## config.mk

```make
export PLATFORM = sky130hd
export DESIGN_NAME = keypad_scan_flat
export DESIGN_NICKNAME = d
export VERILOG_FILES = /design/src/rtl/keypad_scan_pkg.sv /design/src/rtl/keypad_scan_if.sv /design/src/rtl/keypad_scan_row_sync.sv /design/src/rtl/keypad_scan.sv /design/src/flat_wrapper.sv
export SDC_FILE = /design/constraint.sdc
export NUM_CORES = 1
export LEC_CHECK = 0
export CAP_MARGIN = 10
export CORE_ASPECT_RATIO = 1.2
export CORE_MARGIN = 10
export CORE_UTILIZATION = 35
export DETAILED_ROUTE_END_ITERATION = 12
export PLACE_DENSITY = 0.62
export SYNTH_ARGS = -nofsm -noshare
export SYNTH_HDL_FRONTEND = slang
export SYNTH_SLANG_ARGS = --single-unit
```

## constraint.sdc

```tcl
create_clock -name clock -period 5.1 [get_ports clock]
set_input_delay 1.02 -clock clock [delete_from_list [all_inputs] [get_ports clock]]
set_output_delay 1.02 -clock clock [all_outputs]
set_load 0.01 [all_outputs]
```

## src/rtl/keypad_scan_pkg.sv

```systemverilog
// Shared types and helpers for the 4x4 key matrix scanner.
package keypad_pkg;

  typedef enum logic [1:0] {
    IDLE,
    PRESS_CHK,
    HELD,
    REL_CHK
  } state_t;

  typedef logic [3:0] key_code_t;

  typedef enum logic [1:0] {
    RES_NONE,
    RES_SINGLE,
    RES_MULTI
  } frame_res_t;

  // Number of low (pressed) bits in a row sample, saturating at 2 ("many").
  function automatic logic [1:0] countLow(input logic [3:0] rows);
    int n;
    n = 0;
    for (int i = 0; i < 4; i++) begin
      if (!rows[i]) n++;
    end
    return (n >= 2) ? 2'd2 : 2'(n);
  endfunction

  // Index of the lowest-numbered low row bit; only meaningful when one is low.
  function automatic logic [1:0] lowestLow(input logic [3:0] rows);
    logic [1:0] idx;
    idx = 2'd0;
    for (int i = 3; i >= 0; i--) begin
      if (!rows[i]) idx = 2'(i);
    end
    return idx;
  endfunction

endpackage

```

## src/rtl/keypad_scan_if.sv

```systemverilog
// Matrix pins and decoded key outputs of the keypad scanner.
interface keypad_scan_if;
  import keypad_pkg::*;

  logic [3:0] ROW;
  logic [3:0] COL;
  key_code_t  KEY;
  logic       KEY_VALID;
  logic       KEY_HELD;

  modport master (
    input  ROW,
    output COL, KEY, KEY_VALID, KEY_HELD
  );

  modport slave (
    output ROW,
    input  COL, KEY, KEY_VALID, KEY_HELD
  );

endinterface

```

## src/rtl/keypad_scan_row_sync.sv

```systemverilog
// Two-flop synchronizer; resets to all-ones so idle pulled-up rows read as released.
module row_sync #(
  parameter int WIDTH = 4
) (
  input  logic             clock,
  input  logic             nreset,
  input  logic [WIDTH-1:0] async_i,
  output logic [WIDTH-1:0] sync_o
);

  logic [WIDTH-1:0] meta_q;
  logic [WIDTH-1:0] sync_q;

  // Shift the asynchronous rows through two flops before anyone looks at them.
  always_ff @(posedge clock or negedge nreset) begin
    if (!nreset) begin
      meta_q <= '1;
      sync_q <= '1;
    end else begin
      meta_q <= async_i;
      sync_q <= meta_q;
    end
  end

  assign sync_o = sync_q;

endmodule

```

## src/rtl/keypad_scan.sv

```systemverilog
// 4x4 key matrix scanner: column strobing, per-frame decode and frame-level debounce.
// SCAN_DIV must be at least 4 and DEBOUNCE at least 1.
module keypad_scan
  import keypad_pkg::*;
#(
  parameter int SCAN_DIV = 1024,
  parameter int DEBOUNCE = 4
) (
  input  logic          clock,
  input  logic          nreset,
  keypad_scan_if.master bus
);

  localparam int DW = $clog2(SCAN_DIV);
  localparam int CW = (DEBOUNCE < 2) ? 1 : $clog2(DEBOUNCE + 1);

  logic [3:0]    rowsSync;
  logic [DW-1:0] dwellCnt_q;
  logic [1:0]    col_q;
  logic [1:0]    accCnt_q;
  key_code_t     accCode_q;
  state_t        state_q, state_d;
  logic [CW-1:0] cnt_q, cnt_d;
  key_code_t     cand_q, cand_d;
  key_code_t     key_q, key_d;
  logic          valid_q, valid_d;
  logic          held_q, held_d;

  logic          lastDwell;
  logic          frameEnd;
  logic [1:0]    colLow;
  logic [1:0]    lowRow;
  logic [2:0]    accSum;
  logic [1:0]    accCntMerged;
  key_code_t     accCodeMerged;
  frame_res_t    frameRes;
  logic [CW-1:0] cntNext;
  logic          cntDone;

  row_sync #(.WIDTH(4)) uRowSync (
    .clock  (clock),
    .nreset (nreset),
    .async_i(bus.ROW),
    .sync_o (rowsSync)
  );

  assign lastDwell = (dwellCnt_q == DW'(SCAN_DIV - 1));
  assign frameEnd  = lastDwell && (col_q == 2'd3);
  assign colLow    = countLow(rowsSync);
  assign lowRow    = lowestLow(rowsSync);
  assign cntNext   = cnt_q + CW'(1);
  assign cntDone   = (cntNext == CW'(DEBOUNCE));

  // Dwell counter and column pointer; the column advances on the last dwell cycle.
  always_ff @(posedge clock or negedge nreset) begin
    if (!nreset) begin
      dwellCnt_q <= '0;
      col_q      <= 2'd0;
    end else if (lastDwell) begin
      dwellCnt_q <= '0;
      col_q      <= col_q + 2'd1;
    end else begin
      dwellCnt_q <= dwellCnt_q + DW'(1);
    end
  end

  // Fold the current column's sample into the running frame count and code.
  always_comb begin
    accSum        = {1'b0, accCnt_q} + {1'b0, colLow};
    accCntMerged  = (accSum >= 3'd2) ? 2'd2 : accSum[1:0];
    accCodeMerged = (accCnt_q == 2'd0 && colLow == 2'd1) ? {lowRow, col_q} : accCode_q;
    case (accCntMerged)
      2'd0:    frameRes = RES_NONE;
      2'd1:    frameRes = RES_SINGLE;
      default: frameRes = RES_MULTI;
    endcase
  end

  // Frame accumulator: update each dwell end, clear after the frame is evaluated.
  always_ff @(posedge clock or negedge nreset) begin
    if (!nreset) begin
      accCnt_q  <= 2'd0;
      accCode_q <= '0;
    end else if (frameEnd) begin
      accCnt_q  <= 2'd0;
      accCode_q <= '0;
    end else if (lastDwell) begin
      accCnt_q  <= accCntMerged;
      accCode_q <= accCodeMerged;
    end
  end

  // Debounce state and registered outputs.
  always_ff @(posedge clock or negedge nreset) begin
    if (!nreset) begin
      state_q <= IDLE;
      cnt_q   <= '0;
      cand_q  <= '0;
      key_q   <= '0;
      valid_q <= 1'b0;
      held_q  <= 1'b0;
    end else begin
      state_q <= state_d;
      cnt_q   <= cnt_d;
      cand_q  <= cand_d;
      key_q   <= key_d;
      valid_q <= valid_d;
      held_q  <= held_d;
    end
  end

  // Debounce decisions, taken only on frame evaluation edges; MULTI never starts a
  // press and never counts toward a release.
  always_comb begin
    state_d = state_q;
    cnt_d   = cnt_q;
    cand_d  = cand_q;
    key_d   = key_q;
    valid_d = 1'b0;
    held_d  = held_q;
    if (frameEnd) begin
      case (state_q)
        IDLE: begin
          if (frameRes == RES_SINGLE) begin
            cand_d = accCodeMerged;
            if (DEBOUNCE == 1) begin
              key_d   = accCodeMerged;
              valid_d = 1'b1;
              held_d  = 1'b1;
              cnt_d   = '0;
              state_d = HELD;
            end else begin
              cnt_d   = CW'(1);
              state_d = PRESS_CHK;
            end
          end
        end
        PRESS_CHK: begin
          if (frameRes == RES_SINGLE && accCodeMerged == cand_q) begin
            if (cntDone) begin
              key_d   = cand_q;
              valid_d = 1'b1;
              held_d  = 1'b1;
              cnt_d   = '0;
              state_d = HELD;
            end else begin
              cnt_d = cntNext;
            end
          end else begin
            cnt_d   = '0;
            state_d = IDLE;
          end
        end
        HELD: begin
          if (frameRes == RES_NONE) begin
            if (DEBOUNCE == 1) begin
              held_d  = 1'b0;
              cnt_d   = '0;
              state_d = IDLE;
            end else begin
              cnt_d   = CW'(1);
              state_d = REL_CHK;
            end
          end
        end
        REL_CHK: begin
          if (frameRes == RES_NONE) begin
            if (cntDone) begin
              held_d  = 1'b0;
              cnt_d   = '0;
              state_d = IDLE;
            end else begin
              cnt_d = cntNext;
            end
          end else begin
            cnt_d   = '0;
            state_d = HELD;
          end
        end
        default: begin
          state_d = IDLE;
          cnt_d   = '0;
        end
      endcase
    end
  end

  assign bus.COL       = ~(4'b0001 << col_q);
  assign bus.KEY       = key_q;
  assign bus.KEY_VALID = valid_q;
  assign bus.KEY_HELD  = held_q;

endmodule

```

## src/flat_wrapper.sv

```systemverilog
// flat-port wrapper written by rule: the top's interface ports become plain ports
module keypad_scan_flat import keypad_pkg::*;
#(
  parameter int SCAN_DIV = 1024,
  parameter int DEBOUNCE = 4
)
  (clock, nreset, bus_ROW, bus_COL, bus_KEY, bus_KEY_VALID, bus_KEY_HELD);
  keypad_scan_if bus_i ();
  input  logic clock;
  input  logic nreset;
  input wire logic [$bits(bus_i.ROW)-1:0] bus_ROW;
  output wire logic [$bits(bus_i.COL)-1:0] bus_COL;
  output wire logic [$bits(bus_i.KEY)-1:0] bus_KEY;
  output wire logic [$bits(bus_i.KEY_VALID)-1:0] bus_KEY_VALID;
  output wire logic [$bits(bus_i.KEY_HELD)-1:0] bus_KEY_HELD;
  assign bus_i.ROW = bus_ROW;
  assign bus_COL = bus_i.COL;
  assign bus_KEY = bus_i.KEY;
  assign bus_KEY_VALID = bus_i.KEY_VALID;
  assign bus_KEY_HELD = bus_i.KEY_HELD;
  keypad_scan #(.SCAN_DIV(SCAN_DIV), .DEBOUNCE(DEBOUNCE)) u_core (.clock(clock), .nreset(nreset), .bus(bus_i));
endmodule
```

==> Yosys cells after proc, flatten, opt, wreduce, memory -nomap -nowiden <==
Cells that the tools add are included.
{ "word_totals": {"input_bits": 6, "out_inout_bits": 10, "ff_bits": 41, "wordCells": 94} }
{ "classes": {"n_eq_ne": 18, "shift": 1, "mux": 39, "bitwise_logic": 1, "n_reduce_logical": 14, "order_cmp": 2, "add_sub_neg": 7} }
{ "op_table": {"columns": ["cell", "n"], "rows": [
  ["2-to-1 mux 32 bit", 3],
  ["adder 32 x 2 -> 32 bit, second input constant", 2],
  [">= comparator 32 x 3 -> 1 bit, second input constant", 1],
  ["2-to-1 mux 2 bit", 14],
  ["2-to-1 mux 3 bit", 5],
  ["2-to-1 mux 4 bit", 3],
  ["!= test 2 x 1 -> 1 bit, second input constant", 6],
  ["one-hot mux 3 bit (4 select lines)", 1],
  ["adder 10 x 1 -> 10 bit, second input constant", 1],
  ["equality test 10 bit, second input constant", 1],
  ["2-to-1 mux 10 bit", 1],
  ["2-to-1 mux 1 bit", 9],
  ["equality test 2 x 1 -> 1 bit, second input constant", 4],
  ["logical NOT 2 bit", 4],
  ["one-hot mux 2 bit (4 select lines)", 1],
  ["equality test 2 bit, second input constant", 3],
  ["!= test 3 x 2 -> 1 bit, second input constant", 2],
  ["AND reduction 3 bit", 2],
  ["AND reduction 6 bit", 1],
  ["AND reduction 5 bit", 1],
  ["equality test 4 bit", 1],
  ["NOT 4 bit", 1],
  ["one-hot mux 2 bit (2 select lines)", 1],
  ["AND reduction 4 bit", 1],
  ["10 further kinds", 13]
]} }

==> Logic depth before layout (Yosys ltp) <==
{ "depth": {"depth_word": 19, "mapped_depth": 16, "mapped_depth_nobuf": 16} }

==> Hierarchy <==
Synthesis repeated with hierarchy kept, for this count alone.
{ "unflattened": {"hier_cells": 216, "area_unflattened_um2": 2183.3} }
{ "modules_own_cells": {"columns": ["module", "cells_each", "seq_area_each_um2", "instances", "area_per_inst_um2"], "rows": [
  ["keypad_scan", 208, 825.8, 1, 1973.1],
  ["row_sync", 8, 210.2, 1, 210.2]
]} }

==> Worst setup path before layout <==
Ideal clock, no wire load.
{ "synth_path": {"path_type": "register to register", "start": "reg u_core.uRowSync.sync_q[0], in the netlist u_core.uRowSync.sync_o[0]", "end": "reg u_core.key_q[0], in the netlist u_core.bus.KEY[0]", "t_required_ns": 4.975, "arrival_time_ns": 3.754, "setup_ns": 0.125, "n_path_buf": 0, "stages_incl_launch_ff": 16, "setup_slack_ns": 1.221, "path_cell_list": "dfstp_2 -> inv_1 -> ha_1 -> xnor2_1 -> ha_1 -> or2_2 -> o22ai_1 -> and2_1 -> ha_1 -> inv_1 -> fa_1 -> nand3_1 -> nor2_1 -> nand2_1 -> or3_4 -> mux2_4"} }
{ "synth_between": {"elab_chain_len": 17, "word_cells_on_any_way": 23} }
{ "synth_lines": {"columns": ["element", "line_no", "text"], "rows": [
  ["from (decl)", "keypad_scan_row_sync.sv:12", "logic [WIDTH-1:0] sync_q;"],
  ["from (signal assigned)", "keypad_scan_row_sync.sv:21", "sync_q <= meta_q;"],
  ["2-to-1 mux 1 bit", "keypad_scan_pkg.sv:24", "if (!rows[i]) n++;"],
  ["adder 1 x 1 -> 2 bit", "keypad_scan_pkg.sv:24", null],
  ["2-to-1 mux 32 bit", "keypad_scan_pkg.sv:24", null],
  ["adder 32 x 2 -> 32 bit", "keypad_scan_pkg.sv:24", null],
  ["2-to-1 mux 32 bit", "keypad_scan_pkg.sv:24", null],
  ["adder 32 x 2 -> 32 bit", "keypad_scan_pkg.sv:24", null],
  ["2-to-1 mux 32 bit", "keypad_scan_pkg.sv:24", null],
  [">= comparator 32 x 3 -> 1 bit", "keypad_scan_pkg.sv:26", "return (n >= 2) ? 2'd2 : 2'(n);"],
  ["2-to-1 mux 2 bit", "keypad_scan_pkg.sv:26", null],
  ["adder 2 x 2 -> 3 bit", "keypad_scan.sv:69", "accSum = {1'b0, accCnt_q} + {1'b0, colLow};"],
  [">= comparator 3 x 2 -> 1 bit", "keypad_scan.sv:70", "accCntMerged = (accSum >= 3'd2) ? 2'd2 : accSum[1:0];"],
  ["2-to-1 mux 2 bit", "keypad_scan.sv:70", null],
  ["equality test 2 x 1 -> 1 bit or logical NOT 2 bit (tied branches)", "keypad_scan.sv:72", "case (accCntMerged)"],
  ["one-hot mux 2 bit (2 select lines)", "keypad_scan.sv:72", null],
  ["equality test 2 x 1 -> 1 bit", "keypad_scan.sv:139", "if (frameRes == RES_SINGLE && accCodeMerged == cand_q) begin"],
  ["logical AND 1 bit (*)", "keypad_scan.sv:139", null],
  ["AND reduction 4 bit (no source line) (*)", null, null],
  ["to (signal assigned)", "keypad_scan.sv:106", "key_q <= key_d;"],
  ["to (decl)", "keypad_scan.sv:25", "key_code_t key_q, key_d;"]
]} }
Mark *: on every way between the ends. The rest lies on a longest branch, timed or not.
A chain may end at the register's enable or synchronous reset.

==> Worst setup path in the final report <==
Same ends and word-level chain as after synthesis.

==> impl_metrics.ini <==
[sta]
setup_tns_ps = 0
period_share = 0.8305
period_minus_slack_ps = 4235
finalHoldViolCount = 0
setup_violations = 0
finalWorstSetupSlack_ps = 864.5
fmax_mhz = 236.1
grt_setup_unrepaired = no
drv_slew = 0
worstMarginPinSlew_ps = 907.9
fin_skew_ps = 8.268
slew_headroom = 0.3947

[floorplan]
die_x_um = 91.60
die_h_um = 105.9
die_area_um2 = 9702
rows = 31
initial_utilization = 0.3582
core_area_um2 = 6012
ioPinCount = 16

[grt]
grt_start_max_net_pins = 42
grt.total_usage = 0.08918
grt_pass1_vias = 1490
overflow = 0
antenna_found_initial = 0
grt_pass1_wl_mm = 7.093

[yosys]
yosysMostFrequentCell = dfrtp_1
synthesis.nets = 225
synth_commonest_cells = dfrtp_1, nand2_1, inv_1, nor2_1, ha_1
synthCells = 206
async_flop_share = 1.000
yosysTopAreaCellShare = 0.3835
synth-edff-count = 0
yosys_warnings = 0
synth_cell_type_count = 46
synth_top_area_cell = dfrtp_1
syn_area_per_cell_um2 = 10.45
synth_flop_cell = dfrtp_1
syn_area_um2 = 2153
yosys-top-cells-area = dfrtp_1, dfstp_2, ha_1
ys_seq_area_frac = 0.4811
synth-seq-cells = 41

[final_layout]
diodes = 0
fin_cells = 308
drive_above_1_share = 0.1327
final_nets = 244
area_growth_pct = 14.99

[cts]
cts_resized = 0
numCtsBuffers = 5
cts_buffer_depth = 2
postCtsSetupRepairBufs = 0
hold_buffers = 0
root_buffer = clkbuf_8
clk_latency_ps = 300
cts.sinks = 41
htree_levels = 2
clkTransAtPathRegs_ps = 80
cts_tree = done

[setup_path]
cp-startpoint = u_core.uRowSync.sync_o[0]
crit_path_max_fanout = 4
path_class = reg -> reg
cp.required_ps = 5290
critPathMaxStageDelay_ps = 560
cp_cell_sequence = inv_1, ha_1, xnor2_1, ha_1, or2_2, o22ai_1, and2_1, ha_1, inv_1, fa_1, nand3_1, nor2_1, nand2_1, or3_4, mux2_4
r2r_slack_ps = 860
worstPathArrival_ps = 4420
worstSetupEndpointType = flop
setup.worst_path.start_class = flop
reg2reg_from = u_core.uRowSync.sync_o[0]
crit_slowest_cell = fa_1
cpMostUsedCell = ha_1

[detailed_routing]
via_count = 1514
remaining_drc_errors = 0
routedWlPerCell_um = 13.15
dr.first_iter.drc_count = 86
ant_nets = 0
firstDrtPassIters = 4
wirelength_mm = 4.050
avgViaCountPerCell = 4.916

[min_path]
hp-start = u_core.uRowSync.meta_q[1]
hold_class = reg -> reg

[place]
routabilityCongestion = 0.7612
placed_cells_incl_taps = 300
portBuffers = 15
dp_hpwl_mm = 2.986
place_ws_ps = 933.4

[power_and_ir_drop]
comb_power_share = 0.092
clkPwrFrac = 0.354
p_per_area_nw_per_um2 = 243.3
p_leak_uw = 0.001076
p_sw_uw = 155.4
p_seq_frac = 0.553
internal_power_uw = 447.1
p_sw_frac = 0.2579
ir_drop_mv = 0.1185

[status]
status = finished, final reports clean

[flow_run]
maxCapViolCount = 0
[power by group through the flow]
stage	registers [uW]	clock network, uW	logic (uW)
floorplan	339	0	37.4
global placement	339	0	55.1
detailed placement	340	0	55.9
CTS	333	221	56.1
global route	334	232	62.6
finish	333	214	55.6
[kinds of logic after synthesis]
group | share of synthesized area
xor gates and xnor gates | 0.05694
muxes | 0.04300
adders and majority gates | 0.07902
and+or+nand+nor | 0.1952
DFF | 0.4811
buffers and inverters | 0.02789
AOI/OAI and AO/OA | 0.1168
[layer usage]
metal | vias to the layer above | routed length, um | global-route usage
li1 | 755 | - | -
met1 | 732 | 1891 | 0.1069
met2 | 20 | 1938 | 0.1455
met3 | 7 | 149 | 0.02463
met4 | 0 | 70 | 0.04036
met5 | - | 0 | 0
[worst max-delay path, delay by kind of cell (launching register included)]
| family | cells | cell delay [ps] |
|---|---|---|
| flip-flops | 1 | 550 |
| adder cells (fa/ha/maj) | 4 | 1330 |
| XOR/XNOR | 1 | 350 |
| AO/OA/AOI/OAI | 1 | 220 |
| AND/OR/NAND/NOR | 6 | 1250 |
| buffers and inverters | 2 | 120 |
| multiplexers | 1 | 310 |
[cells in the final DEF (no fill, tap or decap), drive strengths merged, types with 2 or more instances in the layout]
master	count
a22oi	3
mux2	6
clkdlybuf4s50	14
nand2	21
a31oi	2
o22ai	2
nor4	2
inv	13
clkinv	2
or2	2
nand3	9
xnor2	9
nor2	13
o31ai	3
o21ai	11
and4	2
dfstp	8
or3	4
dfrtp	33
o22a	3
ha	12
nor2b	3
a21oi	5
nand2b	7
nand4	3
xor2	5
a21boi	2
and2	3
a211oi	2
and3	4
clkbuf	5
[flip-flops by register name, summed over array words and instances, names as in the netlist]
name / flops
u_core.accCnt_q: 2
u_core.bus.KEY: 4
u_core.uRowSync.meta_q: 4
u_core.cnt_q: 3
u_core.uRowSync.sync_o: 4
u_core.bus.KEY_VALID: 1
u_core.dwellCnt_q: 10
u_core.state_q: 2
u_core.bus.KEY_HELD: 1
u_core.cand_q: 4
u_core.col_q: 2
u_core.accCode_q: 4
[worst paths after layout]
check / end / depth (start not counted)
worst max-delay path: u_core.bus.KEY[0] / 15
worst min-delay path: u_core.uRowSync.sync_o[1] / 0
worst max register to register: u_core.bus.KEY[0] / 15
worst min register to register: u_core.uRowSync.sync_o[1] / 0
max in group asynchronous: u_core.bus.KEY[1] / 1
min in group asynchronous: u_core.accCnt_q[1] / 1
[layout make-up]
type,instances,area (um^2)
Clock buffer,5,68.82
Clock inverter,3,17.52
Fill cell,600,3536
Inverter,13,48.80
Multi-Input combinational cell,149,1057
Sequential cell,41,1036
Tap cell,82,102.6
Timing Repair Buffer,15,145.1
[stage by stage]
stage,power [uW],instance area [um^2],utilization,hold WS (ps)
after global placement,394.5,2390,0.3975,346.3
after detailed placement,395.4,2390,0.3975,346.8
after global routing,628.9,2476,0.4119,352.6
after floorplan,376.2,2153,-,345.2
after CTS,610.9,2476,0.4119,350.6
final,602.4,2476,0.4119,346.5
(Power assumes the default switching activity.)
